===== config.mk =====
export PLATFORM = sky130hd
export DESIGN_NAME = float_classify_pipe
export DESIGN_NICKNAME = d
export VERILOG_FILES = /design/src/rtl/float_classify_pipe.sv
export SDC_FILE = /design/constraint.sdc
export NUM_CORES = 1
export LEC_CHECK = 0
export BUFFER_PORTS_ARGS = -buffer_cell sky130_fd_sc_hd__clkbuf_2
export CORE_MARGIN = 2
export CORE_UTILIZATION = 48
export DETAILED_ROUTE_END_ITERATION = 7
export PLACE_DENSITY = 0.79
export SETUP_SLACK_MARGIN = 0.15
export SYNTH_ARGS = -nofsm -noshare
export SYNTH_HDL_FRONTEND = slang
export SYNTH_SLANG_ARGS = --single-unit

===== constraint.sdc =====
create_clock -name clk -period 1.55 [get_ports clk]
set_clock_uncertainty 0.1 [all_clocks]
set_input_delay 0.2325 -clock clk [delete_from_list [all_inputs] [get_ports clk]]
set_output_delay 0.2325 -clock clk [all_outputs]
set_load 0.05 [all_outputs]

===== src/rtl/float_classify_pipe.sv =====
// Two-stage valid/ready float classifier: S1 registers the word, S2 holds the one-hot class and sign.
// Define FLOAT_CLASSIFY_STATS_EN to build saturating per-class and total counters behind cnt_sel.
module float_classify_pipe #(
    parameter int EXP_W = 8,
    parameter int MAN_W = 23,
    parameter int CNT_W = 16
) (
    input  logic                   clk,
    input  logic                   reset_n,
    input  logic                   in_valid,
    output logic                   in_ready,
    input  logic [EXP_W+MAN_W:0]   in_data,
    output logic                   out_valid,
    input  logic                   out_ready,
    output logic [4:0]             out_type,
    output logic                   out_sign,
    input  logic                   cnt_clr,
    input  logic [2:0]             cnt_sel,
    output logic [CNT_W-1:0]       cnt_value
);

    typedef struct packed {
        logic             sign;
        logic [EXP_W-1:0] exp;
        logic [MAN_W-1:0] man;
    } word_t;

    logic [2:1] vld_pipe;
    word_t      s1_q;
    logic       s2_adv;
    logic       e_zero, e_ones, m_zero;
    logic [4:0] cls;

    assign out_valid = vld_pipe[2];
    assign s2_adv    = !vld_pipe[2] || out_ready;
    // in_ready looks straight through to out_ready so a full pipe still streams at 1 word/cycle.
    assign in_ready  = !vld_pipe[1] || s2_adv;

    assign e_zero = (s1_q.exp == '0);
    assign e_ones = &s1_q.exp;
    assign m_zero = (s1_q.man == '0);
    assign cls    = {e_ones & ~m_zero, e_ones & m_zero, e_zero & ~m_zero,
                     ~e_zero & ~e_ones, e_zero & m_zero};

    always_ff @(posedge clk or negedge reset_n) begin
        if (!reset_n) begin
            vld_pipe <= '0;
            s1_q     <= '0;
            out_type <= '0;
            out_sign <= 1'b0;
        end else begin
            if (in_ready) vld_pipe[1] <= in_valid;
            if (in_valid && in_ready) s1_q <= word_t'(in_data);
            if (s2_adv) begin
                vld_pipe[2] <= vld_pipe[1];
                if (vld_pipe[1]) begin
                    out_type <= cls;
                    out_sign <= s1_q.sign;
                end
            end
        end
    end

`ifdef FLOAT_CLASSIFY_STATS_EN
    // Index 0..4 mirrors the out_type bit positions, index 5 is the total.
    logic [5:0][CNT_W-1:0] cnt_q;
    logic                  fire;

    assign fire = out_valid && out_ready;

    always_ff @(posedge clk or negedge reset_n) begin
        if (!reset_n) begin
            cnt_q <= '0;
        end else if (cnt_clr) begin
            cnt_q <= '0;
        end else if (fire) begin
            for (int i = 0; i < 5; i++)
                if (out_type[i] && cnt_q[i] != '1) cnt_q[i] <= cnt_q[i] + CNT_W'(1);
            if (cnt_q[5] != '1) cnt_q[5] <= cnt_q[5] + CNT_W'(1);
        end
    end

    always_comb begin
        cnt_value = '0;
        case (cnt_sel)
            3'd0: cnt_value = cnt_q[0];
            3'd1: cnt_value = cnt_q[1];
            3'd2: cnt_value = cnt_q[2];
            3'd3: cnt_value = cnt_q[3];
            3'd4: cnt_value = cnt_q[4];
            3'd5: cnt_value = cnt_q[5];
            default: cnt_value = '0;
        endcase
    end
`else
    logic unused_stats;
    assign unused_stats = ^{cnt_clr, cnt_sel};
    assign cnt_value    = '0;
`endif

endmodule


==> impl_metrics.ini, run 1 <==
[synth]
synth-edff-count = 0
seq_area_frac_synth_pct = 58.1
synth_commonest_cells = 40 x dfrtp_1, 32 x mux2_2, 16 x buf_4
synth_area_leaders = dfrtp_1 58%, mux2_2 21%, buf_4 7.0%
synthCells = 125
ys_seq_elements = 40
synth.most_common_cell = dfrtp_1
ys_types = 20
syn_area_per_cell_um2 = 13.8
ys.warnings.count = 0
async_flop_share_pct = 100
synth-main-ff-cell = dfrtp_1
syn_area_um2 = 1720
yosysTopAreaCell = dfrtp_1
synth_top_area_share_pct = 58.1

[routing]
vias = 1133
firstDrtPassIters = 4
remaining_drc_errors = 0
drtIter0Drc = 28
via_per_inst = 4.88
drtAntennaViolNets = 0
wl_per_cell_um = 13.3
drt-total-wl_mm = 3.09

[final_layout]
multi_input_area_um2 = 679
drive_gt1_share_pct = 54.8
nets = 226
syn_to_final_growth_pct = 26.6
finalNonFillerCells = 232
n_fill_cell = 279
n_antenna_cell = 0
regArea_um2 = 1000

[clock_tree]
cts.sinks = 40
cts.path.max_buffers = 2
tritoncts = done
htree_num_levels = 2
cts_buffers = 5
clk_latency_ps = 340
clkTransAtPathRegs_ps = 110
cts_root_buffer = clkbuf_4

[power_and_ir_drop]
vdd_drop_max_uv = 567
cellLeakagePower_nw = 1.00
power.total_w = 0.00222
powerDensity_nw_per_um2 = 1020

[die]
initial_core_util_pct = 50.8
dieHeight_um = 63.9
die_area_um2 = 4080
io_pins = 64
die_w_um = 63.9
rows = 21
coreArea_um2 = 3390

[critical_path]
setup.worst_path.start = vld_pipe[2]
crit_family = flip-flops
critPathBufInv = 1
slowest_stage = dfrtp_2
worst_setup_path_end_kind = output pin
crit_fanout = 3
critical_path_class = reg2out
cp-start-kind = flip-flop
slowest_delay_ps = 450
r2r-start = vld_pipe[2]
crit_arrival_ps = 1080
path_cells = nand3b_4 > clkbuf_16
required_ps = 1220

[min_path]
hold_class = in2reg
min_from = in_data[31]

[timing]
slew_violations = 0
fmax_mhz = 708
setup_ws_ps = 137
min_period_ps = 1410
final.setup.tns_ps = 0
rsz0062_at_grt = yes
hold_viol = 0
whs_ps = 16.0
finalSetupViolations = 0
period_share_pct = 91.1

[global_routing]
grt_first_pass_wirelength_mm = 5.23
antenna_found_initial = 0
grt_max_degree = 20
grt_overflow = 0
grt_pass1_vias = 1168
grt_use_total_pct = 16.8

[placement]
place_inst = 214
portBuffers = 43
post-dp-hpwl_mm = 2.30
gp_congestion = 0.732
pre_cts_ws_ps = 78.5

[status]
status = complete, no violations

[flow_run]
maxCapViolations = 0
area by class of cell:
| type | instances | share of cell area [%] |
|---|---|---|
| clock inverters | 1 | 0.230 |
| multi-input cells | 81 | 31.2 |
| well taps | 46 | 2.64 |
| repair buffers | 58 | 18.0 |
| clock buffers | 6 | 1.89 |
| flip-flops and latches | 40 | 46.0 |
registers in the layout, summed over array words and instances (netlist names):
register	cells
vld_pipe	2
s1_q	32
out_sign	1
out_type	5
per-layer routing:
metal / GRT usage, % / routed length (µm)
met3: 7.22 / 259
met5: 0 / 0
met4: 4.08 / 31
met2: 27.2 / 1540
met1: 20.7 / 1260
timing repair:
item | CTS | global route
setup endpoints to repair | 6 | 8
resized for setup | 10 | 4
hold buffers | 2 | 5
hold endpoints to repair | 18 | 5
setup buffers | 3 | 1
pin swaps | 6 | 3
path summary, 6_finish.rpt:
check                              end  slack (ps)  cells past startpoint
max                           in_ready         140                      2
min                           s1_q[31]          20                      2
max reg2reg                out_type[1]         140                      4
min reg2reg                out_type[3]         410                      2
max in group asynchronous     s1_q[16]         510                      3
min in group asynchronous  out_type[0]         270                      2
layout by cell type (no fill, tap or decap), types with 2 or more instances in the layout:
cell type / synthesis / layout
nand4_1: 4 / 4
mux2_2: 32 / 32
nand2b_1: 3 / 3
dfrtp_2: 0 / 2
nand2_1: 5 / 5
dlygate4sd3_1: 0 / 7
buf_12: 0 / 2
nor4_2: 0 / 6
conb_1: 1 / 16
clkbuf_2: 0 / 40
nand2_4: 0 / 2
clkbuf_4: 0 / 6
buf_4: 16 / 6
dfrtp_1: 40 / 38
o21ai_1: 3 / 3
logic make-up after synthesis:
kind of cell | after synthesis | share of synthesized area (%)
DFF | 40 | 58.1
other | 1 | 0.218
muxes | 33 | 21.6
AOI/OAI and AO/OA | 4 | 1.16
and+or+nand+nor | 28 | 9.96
buffers and inverters | 19 | 8.94
power by group:
| group | internal, W | switching (W) | total (W) |
|---|---|---|---|
| clock | 0.000167 | 0.000304 | 0.000471 |
| combinational | 0.000225 | 0.000250 | 0.000476 |
| sequential | 0.00118 | 0.0000986 | 0.00128 |
stage by stage:
step	util [%]	area, µm²
6_report	64.3	2180
5_1_grt	64.3	2180
4_1_cts	62.3	2110
3_5_place_dp	58.0	1970
3_3_place_gp	58.0	1970
2_1_floorplan	-	1790
worst register-to-register path: cells and delay by family (launching register included):
family / cells / cell delay [ps]
and+or+nand+nor: 4 / 770
DFF: 1 / 450
Note: power is estimated with default switching activity, not from simulation.
==> run 2, diff against run 1 <==
--- a/config.mk
+++ b/config.mk
@@ -9,7 +9,7 @@
 export CORE_MARGIN = 2
 export CORE_UTILIZATION = 48
 export DETAILED_ROUTE_END_ITERATION = 7
-export PLACE_DENSITY = 0.79
+export PLACE_DENSITY = 0.85
 export SETUP_SLACK_MARGIN = 0.15
 export SYNTH_ARGS = -nofsm -noshare
 export SYNTH_HDL_FRONTEND = slang
==> constraint.sdc (replaced) <==
create_clock -name clk -period 1.45 [get_ports clk]
set_clock_uncertainty 0.1 [all_clocks]
set_input_delay 0.2175 -clock clk [delete_from_list [all_inputs] [get_ports clk]]
set_output_delay 0.2175 -clock clk [all_outputs]
set_load 0.05 [all_outputs]
==> impl_metrics.ini, run 2 (same netlist as run 1, synthesis figures left out) <==
[timing]
min_period_ps = 1530
hold_viol = 0
rsz0062_at_grt = yes
fmax_mhz = 652
period_share_pct = 106
slew_violations = 0
setup_ws_ps = -84.9
finalSetupViolations = 4

[final_layout]
final_cell_mix = 39 x dfrtp_1, 35 x clkbuf_2, 33 x mux2_4
fin_area_um2 = 2650
nets = 249
n_fill_cell = 191
top_register = s1_q
drive_gt1_share_pct = 53.1
largest_register_ffs = 32
top_regs = s1_q (32), out_type (5), vld_pipe (2)
syn_to_final_growth_pct = 54.0
layout_commonest_cell = dfrtp_1
n_antenna_cell = 0

[clock_tree]
clk_latency_ps = 330
htree_num_levels = 2
cts_buffers = 5
cts.sinks = 40
cts_root_buffer = clkbuf_4
clkTransAtPathRegs_ps = 110
cts.path.max_buffers = 2
tritoncts = done

[die]
coreArea_um2 = 3390
die_area_um2 = 4080
die_w_um = 63.9
initial_core_util_pct = 50.8
rows = 21
io_pins = 64
dieHeight_um = 63.9

[global_routing]
grt_max_degree = 20
grt_use_total_pct = 21.5
antenna_found_initial = 0
grt_pass1_vias = 1334
grt_first_pass_wirelength_mm = 6.61
grt_overflow = 0

[placement]
portBuffers = 43
dpl_cell_area_um2 = 1970
gp_congestion = 0.822
post-dp-hpwl_mm = 2.43

[min_path]
hold_class = in2reg

[critical_path]
critPathBufInv = 0
required_ps = 1620
crit_arrival_ps = 1700
slowest_stage = dfrtp_1
cp-start-kind = flip-flop
critical_path_class = reg2reg
crit_family = simple AND/OR/NAND/NOR gates
crit_fanout = 2
path_cells = nor4_2 > nand4_1 > or2_1 > o21ai_1
slowest_delay_ps = 420
worst_setup_path_end_kind = flip-flop

[power_and_ir_drop]
cellLeakagePower_nw = 1.31
powerDensity_nw_per_um2 = 997
power.total_w = 0.00264
vdd_drop_max_uv = 919

[routing]
drtIter0Drc = 62
wl_per_cell_um = 15.9
remaining_drc_errors = 0
vias = 1269
firstDrtPassIters = 4
via_per_inst = 4.98
drtAntennaViolNets = 0
drt-total-wl_mm = 4.06

[flow_run]
maxCapViolations = 0

[status]
status = complete, but fails checks
violations = setup timing
==> run 2: cell count changes in the layout (fill, tap and decap cells not counted), sizes merged <==
cell	previous run	this run
dlygate4sd3	7	22
buf	9	21
clkbuf	48	44
==> run 2: metrics by stage <==
step / utilization (%) / setup TNS (ps) / hold WS (ps) / cells / worst slack [ps]
finish: 78.2 / -208 / 12.7 / 255 / -84.9
global route: 78.2 / -445 / 0.215 / 255 / -98.5
CTS: 72.2 / -67.8 / 0.0266 / 239 / -39.1
detailed placement: 58.3 / -231 / 47.8 / 216 / -106
global placement: 58.3 / 0 / 32.6 / 216 / 34.1
floorplan: - / -5210 / -178 / 140 / -171
==> run 2: where the power goes <==
group          internal [W]  total (W)  switching, W
clock network      0.000179   0.000512      0.000333
logic              0.000428   0.000756      0.000329
registers           0.00126    0.00138      0.000117
total               0.00187    0.00264      0.000778
==> run 2: final timing paths <==
kind / startpoint / endpoint / slack (ps) / depth (start not counted)
worst min-delay path: in_data[6] / s1_q[6] / 10 / 2
worst max-delay path: s1_q[22] / out_type[3] / -80 / 4
worst max register to register: s1_q[22] / out_type[3] / -80 / 4
max in group asynchronous: reset_n / s1_q[29] / 440 / 3
worst min register to register: out_type[2] / out_type[2] / 410 / 2
min in group asynchronous: reset_n / s1_q[19] / 220 / 2
==> run 2: per-layer routing <==
metal  up-vias  global-route usage (%)  part of all wire (%)
met5         -                       0                     0
met4         0                    8.15                   2.0
met3        10                    6.69                   5.6
met2        56                    36.5                    52
met1       628                    25.6                    40
li1        575                       -                     -
==> run 2: timing repair <==
item / in CTS / in global routing
cloned: 3 / 0
hold buffers: 8 / 14
gates resized for setup: 54 / 16
setup endpoints to repair: 44 / 45
buffers inserted: 5 / 2
endpoints found under the hold margin: 21 / 14
pin swaps: 9 / 5
==> run 2: area by class of cell <==
cell class / instances / area [µm²] / area share, %
tap: 46 / 57.6 / 2.17
timing repair buffer: 81 / 723 / 27.3
multi-input combinational: 81 / 822 / 31.0
clock inverter: 1 / 5.00 / 0.189
sequential: 40 / 1000 / 37.8
clock buffer: 6 / 41.3 / 1.56
